**src/rtl/spi_regfile_peripheral_if.sv**
```systemverilog
// SPI pin bundle plus the register-bus outputs of spi_regfile_peripheral.
// The master side drives the pins (controller or bench). The slave side is the peripheral.
interface spi_regfile_peripheral_if #(
  parameter int NUM_REGS = 5,
  parameter int ADDR_W   = 7,
  parameter int DATA_W   = 8
);
  logic                         nCS;
  logic                         SCLK;
  logic                         COPI;
  logic                         CIPO;
  logic                         cipo_oe;
  logic [NUM_REGS*DATA_W-1:0]   regs_out;
  logic                         wr_strobe;
  logic [ADDR_W-1:0]            wr_addr;
  logic                         frame_err;

  modport master (
    output nCS, SCLK, COPI,
    input  CIPO, cipo_oe, regs_out, wr_strobe, wr_addr, frame_err
  );

  modport slave (
    input  nCS, SCLK, COPI,
    output CIPO, cipo_oe, regs_out, wr_strobe, wr_addr, frame_err
  );
endinterface

```
**src/rtl/spi_regfile_peripheral.sv**
```systemverilog
// SPI mode-0 register-file peripheral.
// Frames are R/W bit, address, then data, MSB first. Writes commit when nCS rises.
// Reads return reg[addr] on CIPO during the data phase.
//
// state  | meaning
// IDLE   | nCS_sync high, no frame in progress
// ADDR   | nCS low, R/W and address bits still arriving
// DATA   | address complete, data bits arriving (or read data shifting out)
// END    | nCS rise seen; frame verdict is applied on this cycle
module spi_regfile_peripheral #(
  parameter int NUM_REGS = 5,
  parameter int ADDR_W   = 7,
  parameter int DATA_W   = 8,
  parameter logic [DATA_W-1:0] RESET_VAL = '0
) (
  input logic clk,
  input logic rst,
  spi_regfile_peripheral_if.slave bus
);

  localparam int FRAME_W = 1 + ADDR_W + DATA_W;
  localparam int CNT_W   = $clog2(FRAME_W + 2);
  localparam logic [CNT_W-1:0] CNT_ADDR  = CNT_W'(ADDR_W);
  localparam logic [CNT_W-1:0] CNT_DATA0 = CNT_W'(1 + ADDR_W);
  localparam logic [CNT_W-1:0] CNT_FRAME = CNT_W'(FRAME_W);
  localparam logic [CNT_W-1:0] CNT_MAX   = CNT_W'(FRAME_W + 1);

  typedef enum logic [1:0] {S_IDLE, S_ADDR, S_DATA, S_END} state_t;

  state_t state, state_n;

  logic ncs_s1, ncs_s2, ncs_h;
  logic sclk_s1, sclk_s2, sclk_h;
  logic copi_s1, copi_s2;
  logic sclk_rise, sclk_fall, ncs_rise;

  logic [CNT_W-1:0]   cnt;
  logic [FRAME_W-1:0] rx_shift, rx_next;
  logic [DATA_W-1:0]  tx_shift, rd_data;
  logic [ADDR_W-1:0]  addr_now, frame_addr;
  logic [DATA_W-1:0]  frame_data;
  logic               frame_rw, addr_ok;
  logic               end_ok, end_err;
  logic               commit, discard_err;

  logic [DATA_W-1:0]  regs [NUM_REGS];
  logic               wr_strobe_q, frame_err_q;
  logic [ADDR_W-1:0]  wr_addr_q;

  assign sclk_rise = sclk_s2 & ~sclk_h;
  assign sclk_fall = ~sclk_s2 & sclk_h;
  assign ncs_rise  = ncs_s2 & ~ncs_h;

  assign rx_next    = {rx_shift[FRAME_W-2:0], copi_s2};
  assign addr_now   = rx_next[ADDR_W-1:0];
  assign frame_rw   = rx_shift[FRAME_W-1];
  assign frame_addr = rx_shift[DATA_W +: ADDR_W];
  assign frame_data = rx_shift[DATA_W-1:0];
  assign addr_ok    = int'(frame_addr) < NUM_REGS;

  // Two-flop synchronisers plus history flops, reset to idle pin levels so release is edge-free
  always_ff @(posedge clk or posedge rst) begin
    if (rst) begin
      ncs_s1  <= 1'b1;
      ncs_s2  <= 1'b1;
      ncs_h   <= 1'b1;
      sclk_s1 <= 1'b0;
      sclk_s2 <= 1'b0;
      sclk_h  <= 1'b0;
      copi_s1 <= 1'b0;
      copi_s2 <= 1'b0;
    end else begin
      ncs_s1  <= bus.nCS;
      ncs_s2  <= ncs_s1;
      ncs_h   <= ncs_s2;
      sclk_s1 <= bus.SCLK;
      sclk_s2 <= sclk_s1;
      sclk_h  <= sclk_s2;
      copi_s1 <= bus.COPI;
      copi_s2 <= copi_s1;
    end
  end

  // Bit counter (saturating one past a full frame) and receive shifter
  always_ff @(posedge clk or posedge rst) begin
    if (rst) begin
      cnt      <= '0;
      rx_shift <= '0;
    end else if (ncs_s2) begin
      cnt <= '0;
    end else if (sclk_rise) begin
      if (cnt != CNT_MAX) cnt <= cnt + CNT_W'(1);
      if (cnt < CNT_FRAME) rx_shift <= rx_next;
    end
  end

  // Read mux; unimplemented addresses read as zero because no entry matches
  always_comb begin
    rd_data = '0;
    for (int i = 0; i < NUM_REGS; i++) begin
      if (addr_now == ADDR_W'(i)) rd_data = regs[i];
    end
  end

  // Transmit shifter: loaded as the address completes on a read, shifted after each data bit.
  // It stays zero outside a read data phase, so CIPO can come straight from its MSB.
  always_ff @(posedge clk or posedge rst) begin
    if (rst) begin
      tx_shift <= '0;
    end else if (ncs_s2) begin
      tx_shift <= '0;
    end else if (sclk_rise && (cnt == CNT_ADDR) && !rx_next[ADDR_W]) begin
      tx_shift <= rd_data;
    end else if (sclk_fall && (cnt > CNT_DATA0)) begin
      tx_shift <= tx_shift << 1;
    end
  end

  // Frame verdict, captured while the bit count is still valid (it clears on the same edge)
  always_ff @(posedge clk or posedge rst) begin
    if (rst) begin
      end_ok  <= 1'b0;
      end_err <= 1'b0;
    end else if (ncs_rise && ((state == S_ADDR) || (state == S_DATA))) begin
      end_ok  <= (cnt == CNT_FRAME) && frame_rw && addr_ok;
      end_err <= (cnt != '0) && (cnt != CNT_FRAME);
    end
  end

  // FSM state register
  always_ff @(posedge clk or posedge rst) begin
    if (rst) state <= S_IDLE;
    else     state <= state_n;
  end

  // FSM next state and commit/error decode
  always_comb begin
    state_n     = state;
    commit      = 1'b0;
    discard_err = 1'b0;
    case (state)
      S_IDLE: if (!ncs_s2) state_n = S_ADDR;
      S_ADDR: begin
        if (ncs_rise)              state_n = S_END;
        else if (cnt >= CNT_DATA0) state_n = S_DATA;
      end
      S_DATA: if (ncs_rise) state_n = S_END;
      S_END: begin
        commit      = end_ok;
        discard_err = end_err;
        state_n     = ncs_s2 ? S_IDLE : S_ADDR;
      end
      default: state_n = S_IDLE;
    endcase
  end

  // Register file and the commit/error strobes
  always_ff @(posedge clk or posedge rst) begin
    if (rst) begin
      for (int i = 0; i < NUM_REGS; i++) regs[i] <= RESET_VAL;
      wr_strobe_q <= 1'b0;
      frame_err_q <= 1'b0;
      wr_addr_q   <= '0;
    end else begin
      wr_strobe_q <= commit;
      frame_err_q <= discard_err;
      if (commit) begin
        wr_addr_q <= frame_addr;
        for (int i = 0; i < NUM_REGS; i++) begin
          if (frame_addr == ADDR_W'(i)) regs[i] <= frame_data;
        end
      end
    end
  end

  for (genvar g = 0; g < NUM_REGS; g++) begin : g_flat
    assign bus.regs_out[g*DATA_W +: DATA_W] = regs[g];
  end

  assign bus.CIPO      = tx_shift[DATA_W-1];
  assign bus.cipo_oe   = ~ncs_s2;
  assign bus.wr_strobe = wr_strobe_q;
  assign bus.wr_addr   = wr_addr_q;
  assign bus.frame_err = frame_err_q;

endmodule
```
**src/flat_wrapper.sv**
```systemverilog
// flat-port wrapper written by rule: the top's interface ports become plain ports
module spi_regfile_peripheral_flat 
#(
  parameter int NUM_REGS = 5,
  parameter int ADDR_W   = 7,
  parameter int DATA_W   = 8,
  parameter logic [DATA_W-1:0] RESET_VAL = '0
)
  (clk, rst, bus_nCS, bus_SCLK, bus_COPI, bus_CIPO, bus_cipo_oe, bus_regs_out, bus_wr_strobe, bus_wr_addr, bus_frame_err);
  spi_regfile_peripheral_if #(.NUM_REGS(NUM_REGS), .ADDR_W(ADDR_W), .DATA_W(DATA_W)) bus_i ();
  input logic clk;
  input logic rst;
  input wire logic [$bits(bus_i.nCS)-1:0] bus_nCS;
  input wire logic [$bits(bus_i.SCLK)-1:0] bus_SCLK;
  input wire logic [$bits(bus_i.COPI)-1:0] bus_COPI;
  output wire logic [$bits(bus_i.CIPO)-1:0] bus_CIPO;
  output wire logic [$bits(bus_i.cipo_oe)-1:0] bus_cipo_oe;
  output wire logic [$bits(bus_i.regs_out)-1:0] bus_regs_out;
  output wire logic [$bits(bus_i.wr_strobe)-1:0] bus_wr_strobe;
  output wire logic [$bits(bus_i.wr_addr)-1:0] bus_wr_addr;
  output wire logic [$bits(bus_i.frame_err)-1:0] bus_frame_err;
  assign bus_i.nCS = bus_nCS;
  assign bus_i.SCLK = bus_SCLK;
  assign bus_i.COPI = bus_COPI;
  assign bus_CIPO = bus_i.CIPO;
  assign bus_cipo_oe = bus_i.cipo_oe;
  assign bus_regs_out = bus_i.regs_out;
  assign bus_wr_strobe = bus_i.wr_strobe;
  assign bus_wr_addr = bus_i.wr_addr;
  assign bus_frame_err = bus_i.frame_err;
  spi_regfile_peripheral #(.NUM_REGS(NUM_REGS), .ADDR_W(ADDR_W), .DATA_W(DATA_W), .RESET_VAL(RESET_VAL)) u_core (.clk(clk), .rst(rst), .bus(bus_i));
endmodule
```
**config.mk**
```make
export PLATFORM = sky130hd
export DESIGN_NAME = spi_regfile_peripheral_flat
export DESIGN_NICKNAME = d
export VERILOG_FILES = /design/src/rtl/spi_regfile_peripheral_if.sv /design/src/rtl/spi_regfile_peripheral.sv /design/src/flat_wrapper.sv
export SDC_FILE = /design/constraint.sdc
export NUM_CORES = 1
export LEC_CHECK = 0
export BUFFER_PORTS_ARGS = -buffer_cell sky130_fd_sc_hd__clkbuf_2
export CORE_ASPECT_RATIO = 1.25
export CORE_UTILIZATION = 45
export DETAILED_ROUTE_END_ITERATION = 12
export PLACE_DENSITY = 0.62
export SLEW_MARGIN = 20
export SYNTH_ARGS = -nofsm -noshare
export SYNTH_HDL_FRONTEND = slang
export SYNTH_SLANG_ARGS = --single-unit
```
**constraint.sdc**
```tcl
create_clock -name clk -period 3.2 [get_ports clk]
set_input_delay 0.16 -clock clk [delete_from_list [all_inputs] [get_ports clk]]
set_output_delay 0.16 -clock clk [all_outputs]
set_load 0.05 [all_outputs]
```
==> impl_results.md, run 1 <==
* Tightest Hold Check Type: register to register
* Total placed cells including tap cells at 463
* Share of post-route cells with drive strength above 1 at 44.2%
* Unrepaired setup endpoints after global routing: no
* Via density per instance at 5.31
* CTS Root Cell: sky130_fd_sc_hd__clkbuf_8
* I/O pin count at 56
* Core footprint at 0.00865 mm²
* Full die area at 0.00932 mm²
* Distinct cell type count of the synthesized netlist at 45
* Cell taking the most area after synthesis: sky130_fd_sc_hd__dfrtp_1
* Status: completed
* Yosys warns at 0
* Antenna fix cells at 0
* Net total in the final layout at 371
* Crit path kind: register to register
* Final weighted congestion in routability-driven placement at 0.755
* Post-synth net total at 311
* Die boundary height at 108 µm
* Clock insertion delay at the later pin of the skew report at 0.35 ns
* Residual overflow from global routing at 0
* Number of flops mapped to enable cells by yosys at 0
* WL per Instance at 17.2 µm
* Max-slew violation count at 0
* Cell leakage power at 2.30 nW
* DRT antenna net count at 0
* Site row count at 38
* Postcts setup bufs at 0
* Final count of negative-setup-slack endpoints at 0
* Vias in the first global route at 2645
* Top cells by count, synth: sky130_fd_sc_hd__dfrtp_1 (87), sky130_fd_sc_hd__mux2_2 (64), sky130_fd_sc_hd__inv_1 (16), sky130_fd_sc_hd__nor2_1 (12)
* Category of the worst setup path capture point: register
* Final setup skew at 0.00737 ns
* Number of fill cells in the layout at 766
* Synthesis-to-finish area growth at 16.8%
* Count of input and output buffers at 55
* Endpoint of the worst-slack reg-to-reg timing path: u_core.bus.regs_out[18]
* DRC violations left at 0
* Half-perimeter wire length after detailed placement at 5760 µm
* Worst Setup Start Kind: register
* Worst voltage drop across the vdd grid at 337 µV
* Maximum number of pins on one net before global-route repair at 48
* Total clock buffers created by CTS at 9
* Number of maximum-capacitance violations at 0
* Detailed-routing iteration count for the pre-antenna-repair pass at 4
* FMAX at 0.413 GHz
* TritonCTS clock tree: yes
* Die Span X at 86.6 µm
* Synth Cell Area at 0.00402 mm²
* Wire length of the first global-routing pass at 14000 µm
* Worst-path maximum fanout at 8
* Total wirelength of the detailed-routed design at 8270 µm
* Clock-pin slew on the worst setup and hold paths at 0.08 ns
* Tightest slew margin relative to the limit at 45.1%
* Critical path data arrival time at 2.66 ns
* Number of DRC markers after the initial detailed-route iteration at 147
* Sum of negative setup slack at 0 ns
* Cells after synthesis at 298
* TritonCTS Sinks at 90
* FFs w/ async S/R, synth at 100%
* Non-Filler Cell Area, Final at 0.00470 mm²
* FF+latch count, synth at 90
* Final core area utilization at 54.3%
* Worst-margin pin slew at 0.823 ns
* CTS H-tree lvls at 3
* Timing startpoint of the critical path: u_core.rx_shift[11]
* Maximum number of buffers from clock root to sink at 2
* Beginning of the worst register-to-register path: u_core.rx_shift[11]
* Area share of the leading cell type in the synthesized netlist at 54.1%
* Total routing resource utilization after global routing at 20.2%
* Cell area reported after detailed placement at 0.00444 mm²
* Final Hold Fails at 0
* Power per standard cell area at 557 mW/mm²
* Final standard cell count with taps included and fillers excluded at 482
* Capture point of the critical path: u_core.bus.regs_out[18]
* Min Clock Period, post-route at 2.42 ns
* Biggest area contributors in the synthesized netlist: sky130_fd_sc_hd__dfrtp_1 (54%), sky130_fd_sc_hd__mux2_2 (18%), sky130_fd_sc_hd__mux4_2 (3.9%)
* Reg2reg setup slack at 0.78 ns
* Antenna violations before repair at 0
* Worst R2R Path Depth at 4
* Share of the clock period used by the worst path after layout at 75.7%
* Sequential element share of the synthesized area at 56.1%
* Most repeated cell in the gate-level netlist after synthesis: sky130_fd_sc_hd__dfrtp_1
* WP data required at 3.44 ns
* Total vias in the final route at 2560
* Dominant register cell in the synthesized netlist: sky130_fd_sc_hd__dfrtp_1
* Per-instance average area after synthesis at 13.5 µm²
* Starting Density at 46.5%
==> cell type report <==
cell class                      instances  area [µm²]  share of cell area (%)
Inverter                               16        61.3                    1.30
Timing Repair Buffer                   63         358                    7.62
Clock inverter                          2        60.1                    1.28
Tap cell                              120         150                    3.20
Clock buffer                           13         159                    3.38
Multi-Input combinational cell        178        1650                    35.2
Sequential cell                        90        2260                    48.0
==> cells by family (layout without fill, tap and decap cells) <==
kind of cell | count (synthesis) | after routing | synth area share, %
DFF | 90 | 90 | 56.1
and+or+nand+nor | 55 | 55 | 8.62
adders and majority gates | 8 | 8 | 2.49
xor gates and xnor gates | 4 | 4 | 0.871
AOI/OAI and AO/OA | 38 | 38 | 6.69
muxes | 73 | 73 | 22.3
buffers and inverters | 30 | 94 | 2.89
==> report_power, final <==
group,switching [mW],internal [mW],total (mW),leakage [nW]
Clock,0.370,0.479,0.849,0.110
Sequential,0.163,1.22,1.38,1.22
Combinational,0.194,0.194,0.387,0.974
==> layer usage <==
metal  global-route usage, %  vias up  part of all wire [%]
li1                        -     1200                     -
met1                    26.2     1306                    45
met2                    33.7       44                    50
met3                    2.91       10                   2.7
met4                    8.57        0                   1.8
met5                       0        -                     0
==> cells in the final DEF (no fill, tap or decap), types with 3 or more instances in the layout <==
| cell | Yosys | layout |
|---|---|---|
| sky130_fd_sc_hd__inv_1 | 16 | 15 |
| sky130_fd_sc_hd__nand3_1 | 3 | 3 |
| sky130_fd_sc_hd__a221oi_1 | 7 | 7 |
| sky130_fd_sc_hd__dfrtp_1 | 87 | 87 |
| sky130_fd_sc_hd__o22ai_1 | 4 | 4 |
| sky130_fd_sc_hd__nand2_1 | 6 | 6 |
| sky130_fd_sc_hd__nor3b_1 | 3 | 3 |
| sky130_fd_sc_hd__nor2_1 | 12 | 12 |
| sky130_fd_sc_hd__or2_2 | 7 | 7 |
| sky130_fd_sc_hd__dlygate4sd3_1 | 0 | 4 |
| sky130_fd_sc_hd__clkbuf_2 | 0 | 55 |
| sky130_fd_sc_hd__clkbuf_8 | 0 | 11 |
| sky130_fd_sc_hd__dfstp_2 | 3 | 3 |
| sky130_fd_sc_hd__mux4_2 | 7 | 7 |
| sky130_fd_sc_hd__nand4_1 | 3 | 3 |
| sky130_fd_sc_hd__o21ai_0 | 4 | 4 |
| sky130_fd_sc_hd__buf_4 | 0 | 3 |
| sky130_fd_sc_hd__a21oi_1 | 9 | 9 |
| sky130_fd_sc_hd__nor2b_1 | 3 | 3 |
| sky130_fd_sc_hd__mux2_2 | 64 | 64 |
| sky130_fd_sc_hd__ha_1 | 8 | 8 |
| sky130_fd_sc_hd__o32ai_1 | 7 | 7 |
==> state kept, by name, indices dropped and copies added (netlist names), 2 cells and up <==
| signal | count |
|---|---|
| u_core.bus.regs_out | 40 |
| u_core.rx_shift | 16 |
| u_core.tx_shift | 8 |
| u_core.bus.wr_addr | 7 |
| u_core.cnt | 5 |
| u_core.state | 2 |
==> worst min path at each step <==
stage / slack (ns) / from / end / depth (start not counted)
6_report: 0.36 / u_core.copi_s1 / u_core.copi_s2 / 0
4_1_cts: 0.36 / u_core.copi_s1 / u_core.copi_s2 / 0
5_1_grt: 0.37 / u_core.ncs_s1 / u_core.ncs_s2 / 0
3_3_place_gp: 0.26 / bus_nCS / u_core.ncs_s1 / 1
3_5_place_dp: 0.25 / bus_nCS / u_core.ncs_s1 / 1
2_1_floorplan: 0.16 / bus_nCS / u_core.ncs_s1 / 0
==> per-stage QoR <==
stage | setup WS, ns | hold slack, ns | power [mW]
6_report | 0.777 | 0.355 | 2.62
3_3_place_gp | 0.801 | 0.259 | 1.77
5_1_grt | 0.668 | 0.371 | 2.75
4_1_cts | 0.742 | 0.357 | 2.63
3_5_place_dp | 0.758 | 0.255 | 1.78
2_1_floorplan | 0.710 | 0.164 | 1.66
==> critical path: stages (launching register included) <==
cell	delay, ns
sky130_fd_sc_hd__dfrtp_1	0.41
sky130_fd_sc_hd__or4_4	0.55
sky130_fd_sc_hd__or3_1	0.46
sky130_fd_sc_hd__nor3b_4	0.50
sky130_fd_sc_hd__mux2_2	0.39
==> timing repair <==
item | in CTS | in global routing
hold buffers | 4 | 0
endpoints found under the setup margin | 0 | 0
gates resized for setup | 0 | 0
endpoints found under the hold margin | 46 | 0
(Power assumes the default switching activity.)
==> run 2, diff against run 1 <==
==> constraint.sdc (replaced) <==
create_clock -name clk -period 2.54 [get_ports clk]
set_input_delay 0.127 -clock clk [delete_from_list [all_inputs] [get_ports clk]]
set_output_delay 0.127 -clock clk [all_outputs]
set_load 0.05 [all_outputs]
==> impl_results.md, run 2 (same netlist as run 1, synthesis figures left out) <==
* DRT antenna net count at 0
* Levels on crit path at 4
* Clock insertion delay at the later pin of the skew report at 0.36 ns
* Residual overflow from global routing at 0
* Full die area at 0.00932 mm²
* Status: completed
* Core footprint at 0.00865 mm²
* Postcts setup bufs at 0
* Crit path buffers/inverters at 0
* Maximum number of buffers from clock root to sink at 2
* Die boundary height at 108 µm
* Min Clock Period, post-route at 2.41 ns
* Die Span X at 86.6 µm
* Capture point of the critical path: u_core.bus.regs_out[15]
* Area taken by flip-flops and latches at 0.00226 mm²
* Antenna violations before repair at 0
* Worst R2R Path Depth at 4
* Half-perimeter wire length after detailed placement at 5930 µm
* Final Hold Fails at 0
* FMAX at 0.415 GHz
* TritonCTS clock tree: yes
* Final weighted congestion in routability-driven placement at 0.819
* Highest cell delay on the worst timing path at 0.56 ns
* Worst path top cell family by delay: simple AND/OR/NAND/NOR gates
* WP data required at 2.79 ns
* TritonCTS Sinks at 90
* Cell leakage power at 2.35 nW
* Vias in the first global route at 2683
* Final setup skew at 0.00569 ns
* Area taken by multi-input logic gates at 0.00165 mm²
* Detailed-routing iteration count for the pre-antenna-repair pass at 4
* Total clock buffers created by CTS at 9
* WL per Instance at 17.1 µm
* Worst-margin pin slew at 0.618 ns
* Category of the worst setup path capture point: register
* DRC violations left at 0
* Tightest Hold Check Type: primary input to async pin
* Worst Setup Start Kind: register
* Power per standard cell area at 716 mW/mm²
* Max-slew violation count at 0
* Reg2reg setup slack at 0.13 ns
* Worst-path maximum fanout at 8
* Number of flip-flops in the largest register at 40
* Site row count at 38
* Via density per instance at 5.31
* Tightest slew margin relative to the limit at 58.8%
* Starting Density at 46.5%
* Antenna fix cells at 0
* CTS H-tree lvls at 3
* Unrepaired setup endpoints after global routing: no
* Share of post-route cells with drive strength above 1 at 45.8%
* Max stage delay cell, worst path: sky130_fd_sc_hd__or4_4
* Wire length of the first global-routing pass at 13900 µm
* Number of maximum-capacitance violations at 0
* Most common cell after layout, fill and taps aside: sky130_fd_sc_hd__dfrtp_1
* Synthesis-to-finish area growth at 18.7%
* Timing startpoint of the critical path: u_core.rx_shift[11]
* I/O pin count at 56
* Crit path kind: register to register
* Number of DRC markers after the initial detailed-route iteration at 183
* Cell breakdown of the critical path: or4_4, or3_1, nor3b_4, mux2_2
* Net total in the final layout at 377
* Share of the clock period used by the worst path after layout at 94.9%
* Total vias in the final route at 2597
* Commonest non-fill, non-tap cells in the layout: sky130_fd_sc_hd__dfrtp_1 (87), sky130_fd_sc_hd__mux2_2 (64), sky130_fd_sc_hd__clkbuf_2 (55)
* Clock-pin slew on the worst setup and hold paths at 0.09 ns
* Worst voltage drop across the vdd grid at 382 µV
* Beginning of the worst register-to-register path: u_core.rx_shift[11]
* Final count of negative-setup-slack endpoints at 0
* Maximum number of pins on one net before global-route repair at 47
* Critical path data arrival time at 2.66 ns
* Count of input and output buffers at 55
* Total routing resource utilization after global routing at 20.1%
* CTS Root Cell: sky130_fd_sc_hd__clkbuf_8
* Endpoint of the worst-slack reg-to-reg timing path: u_core.bus.regs_out[15]
* Number of fill cells in the layout at 758
* Sum of negative setup slack at 0 ns
* Total wirelength of the detailed-routed design at 8360 µm
* Total design power at 3.42 mW
## run 2: cell count changes in the layout (fill, tap and decap cells not counted), sizes merged
cell    change
inv         +1
clkinv      +2
buf         +6
clkbuf      -3
bufinv      +1
## run 2: per-layer routing
layer	up-vias	part of all wire, %	global-route usage (%)
met5	-	0	0
met4	0	2.3	10.1
met3	13	3.4	3.45
met2	52	52	33.2
met1	1318	43	25.3
li1	1214	-	-
## run 2: repair_timing
| action | 4_1_cts | 5_1_grt |
|---|---|---|
| hold buffers | 4 | 0 |
| resized for setup | 0 | 0 |
| hold endpoints to repair | 28 | 0 |
## run 2: tightest hold or removal path: cells and delay by family
family | cells | cell delay [ns]
buf+inv | 3 | 0.97
## run 2: how the worst min path moves through the flow
stage / from / end / cells past startpoint
6_report: rst / u_core.bus.wr_addr[4] / 3
5_1_grt: rst / u_core.bus.wr_addr[6] / 3
4_1_cts: rst / u_core.bus.wr_addr[2] / 3
3_5_place_dp: rst / u_core.bus.wr_addr[4] / 2
3_3_place_gp: rst / u_core.bus.wr_strobe / 2
2_1_floorplan: bus_nCS / u_core.ncs_s1 / 0
## run 2: cell type report
class                           instances  area share (%)
Clock buffer                           10            2.88
Multi-Input combinational cell        178            34.6
Inverter                               16            1.28
Tap cell                              120            3.14
Timing Repair Buffer                   69            8.44
Sequential cell                        90            47.2
Clock inverter                          6            2.36
## run 2: through the flow
step                setup slack, ns  cell area, µm²  util (%)  cells  hold slack (ns)
detailed placement            0.140            4480      51.8    469            0.145
global route                 0.0459            4770      55.2    489            0.348
CTS                           0.124            4770      55.2    489            0.305
global placement              0.207            4480      51.8    469            0.141
finish                        0.129            4770      55.2    489            0.295
floorplan                    0.0827            4020         -    298            0.131
## run 2: report_power, final
part | leakage, nW | switching, mW | internal (mW)
sequential | 1.22 | 0.201 | 1.53
clock | 0.127 | 0.509 | 0.684
combinational | 1.00 | 0.245 | 0.249
total | 2.35 | 0.955 | 2.46
==> run 3, diff against run 2 <==
--- a/config.mk
+++ b/config.mk
@@ -10,6 +10,7 @@
 export CORE_UTILIZATION = 45
 export DETAILED_ROUTE_END_ITERATION = 12
 export PLACE_DENSITY = 0.62
+export RECOVER_POWER = 25
 export SLEW_MARGIN = 20
 export SYNTH_ARGS = -nofsm -noshare
 export SYNTH_HDL_FRONTEND = slang
==> impl_results.md, run 3 (same netlist as run 1, synthesis figures left out) <==
* Antenna fix cells at 0
* Category of the worst setup path capture point: register
* Site row count at 38
* Detailed-routing iteration count for the pre-antenna-repair pass at 4
* Worst-path maximum fanout at 8
* Synthesis-to-finish area growth at 18.7%
* Cell leakage power at 2.34 nW
* Number of maximum-capacitance violations at 0
* FMAX at 0.415 GHz
* Total routing resource utilization after global routing at 20.1%
* TritonCTS Sinks at 90
* Status: completed
* Number of flip-flops in the largest register at 40
* WL per Instance at 17.1 µm
* Timing startpoint of the critical path: u_core.rx_shift[11]
* Via density per instance at 5.32
* Max stage delay cell, worst path: sky130_fd_sc_hd__or4_4
* I/O pin count at 56
* Power per standard cell area at 717 mW/mm²
* Share of post-route cells with drive strength above 1 at 45.5%
* Design internal power at 2.46 mW
* Share of the clock period used by the worst path after layout at 94.9%
* Max-slew violation count at 0
* Sum of negative setup slack at 0 ns
* Vias in the first global route at 2683
* Final weighted congestion in routability-driven placement at 0.819
* Switching power at 960 µW
* Die boundary height at 108 µm
* Clock share of power at 34.8%
* Source of the worst hold timing path: u_core.sclk_s1
* Starting Density at 46.5%
* Net total in the final layout at 377
* Wire length of the first global-routing pass at 13900 µm
* Total vias in the final route at 2602
* Count of input and output buffers at 55
* Crit path kind: register to register
* Number of DRC markers after the initial detailed-route iteration at 182
* Global routing met1 resource utilization at 25.3%
* Routing usage on met2 at 33.2%
* Die Span X at 86.6 µm
* Maximum number of buffers from clock root to sink at 2
* Tightest slew margin relative to the limit at 19.2%
* Full die area at 0.00932 mm²
* Antenna violations before repair at 0
* Met3 track utilization from global routing at 3.45%
* WP data required at 2.79 ns
* Residual overflow from global routing at 0
* Clock-pin slew on the worst setup and hold paths at 0.09 ns
* CTS Root Cell: sky130_fd_sc_hd__clkbuf_8
* Beginning of the worst register-to-register path: u_core.rx_shift[11]
* Resized cells post-CTS at 0
* Maximum number of pins on one net before global-route repair at 47
* TritonCTS clock tree: yes
* Worst-margin pin slew at 1.21 ns
* Most congested layer reported by global routing: met2
* Clock insertion delay at the later pin of the skew report at 0.36 ns
* DRC violations left at 0
* CTS H-tree lvls at 3
* Worst Setup Start Kind: register
* Total wirelength of the detailed-routed design at 8380 µm
* Cell breakdown of the critical path: or4_4, or3_1, nor3b_4, mux2_2
* Half-perimeter wire length after detailed placement at 5930 µm
* Most common cell after layout, fill and taps aside: sky130_fd_sc_hd__dfrtp_1
* Critical path data arrival time at 2.66 ns
* Worst voltage drop across the vdd grid at 382 µV
* Part of the total power dissipated in sequential elements at 50.6%
* Switching part of the total power at 28.0%
* Total clock buffers created by CTS at 9
* DRT antenna net count at 0
* Highest cell delay on the worst timing path at 0.56 ns
* Tightest Hold Check Type: register to register
* Core footprint at 0.00865 mm²
* Final Hold Fails at 0
* Final core area utilization at 55.2%
* Final setup skew at 0.00568 ns
* Final count of negative-setup-slack endpoints at 0
* Combinational power share at 14.5%
* Commonest non-fill, non-tap cells in the layout: sky130_fd_sc_hd__dfrtp_1 (87), sky130_fd_sc_hd__mux2_2 (64), sky130_fd_sc_hd__clkbuf_2 (55)
* Unrepaired setup endpoints after global routing: no
* Min Clock Period, post-route at 2.41 ns
* Postcts setup bufs at 0
## run 3: cell count changes in the layout (fill, tap and decap cells not counted)
cell / previous run / this run
sky130_fd_sc_hd__dfstp_2: 3 / 2
sky130_fd_sc_hd__dfstp_1: 0 / 1
sky130_fd_sc_hd__and2_1: 2 / 1
sky130_fd_sc_hd__clkinv_2: 2 / 1
sky130_fd_sc_hd__clkinvlp_2: 0 / 1
sky130_fd_sc_hd__and2_0: 0 / 1
## run 3: per-layer routing
metal	part of all wire [%]	up-vias
met5	0	-
met4	2.3	0
met3	3.4	13
met2	52	53
met1	43	1322
li1	-	1214
## run 3: final timing paths
kind	to	slack [ns]	cells past startpoint
setup reg to reg	u_core.bus.regs_out[15]	0.13	4
setup / recovery	u_core.bus.regs_out[15]	0.13	4
max in group asynchronous	u_core.bus.regs_out[37]	1.19	4
min in group asynchronous	u_core.bus.wr_addr[4]	0.53	3
hold / removal	u_core.sclk_s2	0.36	0
hold reg to reg	u_core.sclk_s2	0.36	0
## run 3: power by group through the flow
stage / Clock, mW / Sequential [mW] / Combinational, mW
2_1_floorplan: 0 / 1.66 / 0.436
3_3_place_gp: 0 / 1.76 / 0.476
3_5_place_dp: 0 / 1.76 / 0.491
4_1_cts: 1.22 / 1.73 / 0.496
5_1_grt: 1.28 / 1.76 / 0.556
6_report: 1.19 / 1.73 / 0.498
## run 3: worst max-delay path: cells and delay by family, from the launching register on
family        cells  cell delay (ns)
mux               1             0.39
simple gates      3             1.48
flops             1             0.42
## run 3: repair_timing
item                                    4_1_cts  5_1_grt
hold buffers                                  4        0
endpoints found under the setup margin        0        0
endpoints found under the hold margin        28        0
## run 3: cell type report
| cell class | count | area [µm²] |
|---|---|---|
| Multi-Input combinational cell | 178 | 1650 |
| Clock buffer | 10 | 138 |
| Sequential cell | 90 | 2260 |
| Tap cell | 120 | 150 |
| Inverter | 16 | 61.3 |
| Clock inverter | 6 | 113 |
| Fill cell | 758 | 3880 |
| Timing Repair Buffer | 69 | 403 |
## run 3: stage by stage
stage / total power [mW] / worst slack [ns] / hold WS [ns] / instance area (µm²) / instances
final: 3.42 / 0.129 / 0.359 / 4770 / 489
after global routing: 3.59 / 0.0459 / 0.364 / 4770 / 489
after CTS: 3.45 / 0.124 / 0.305 / 4770 / 489
after detailed placement: 2.25 / 0.140 / 0.145 / 4480 / 469
after global placement: 2.23 / 0.207 / 0.141 / 4480 / 469
after floorplan: 2.10 / 0.0827 / 0.131 / 4020 / 298
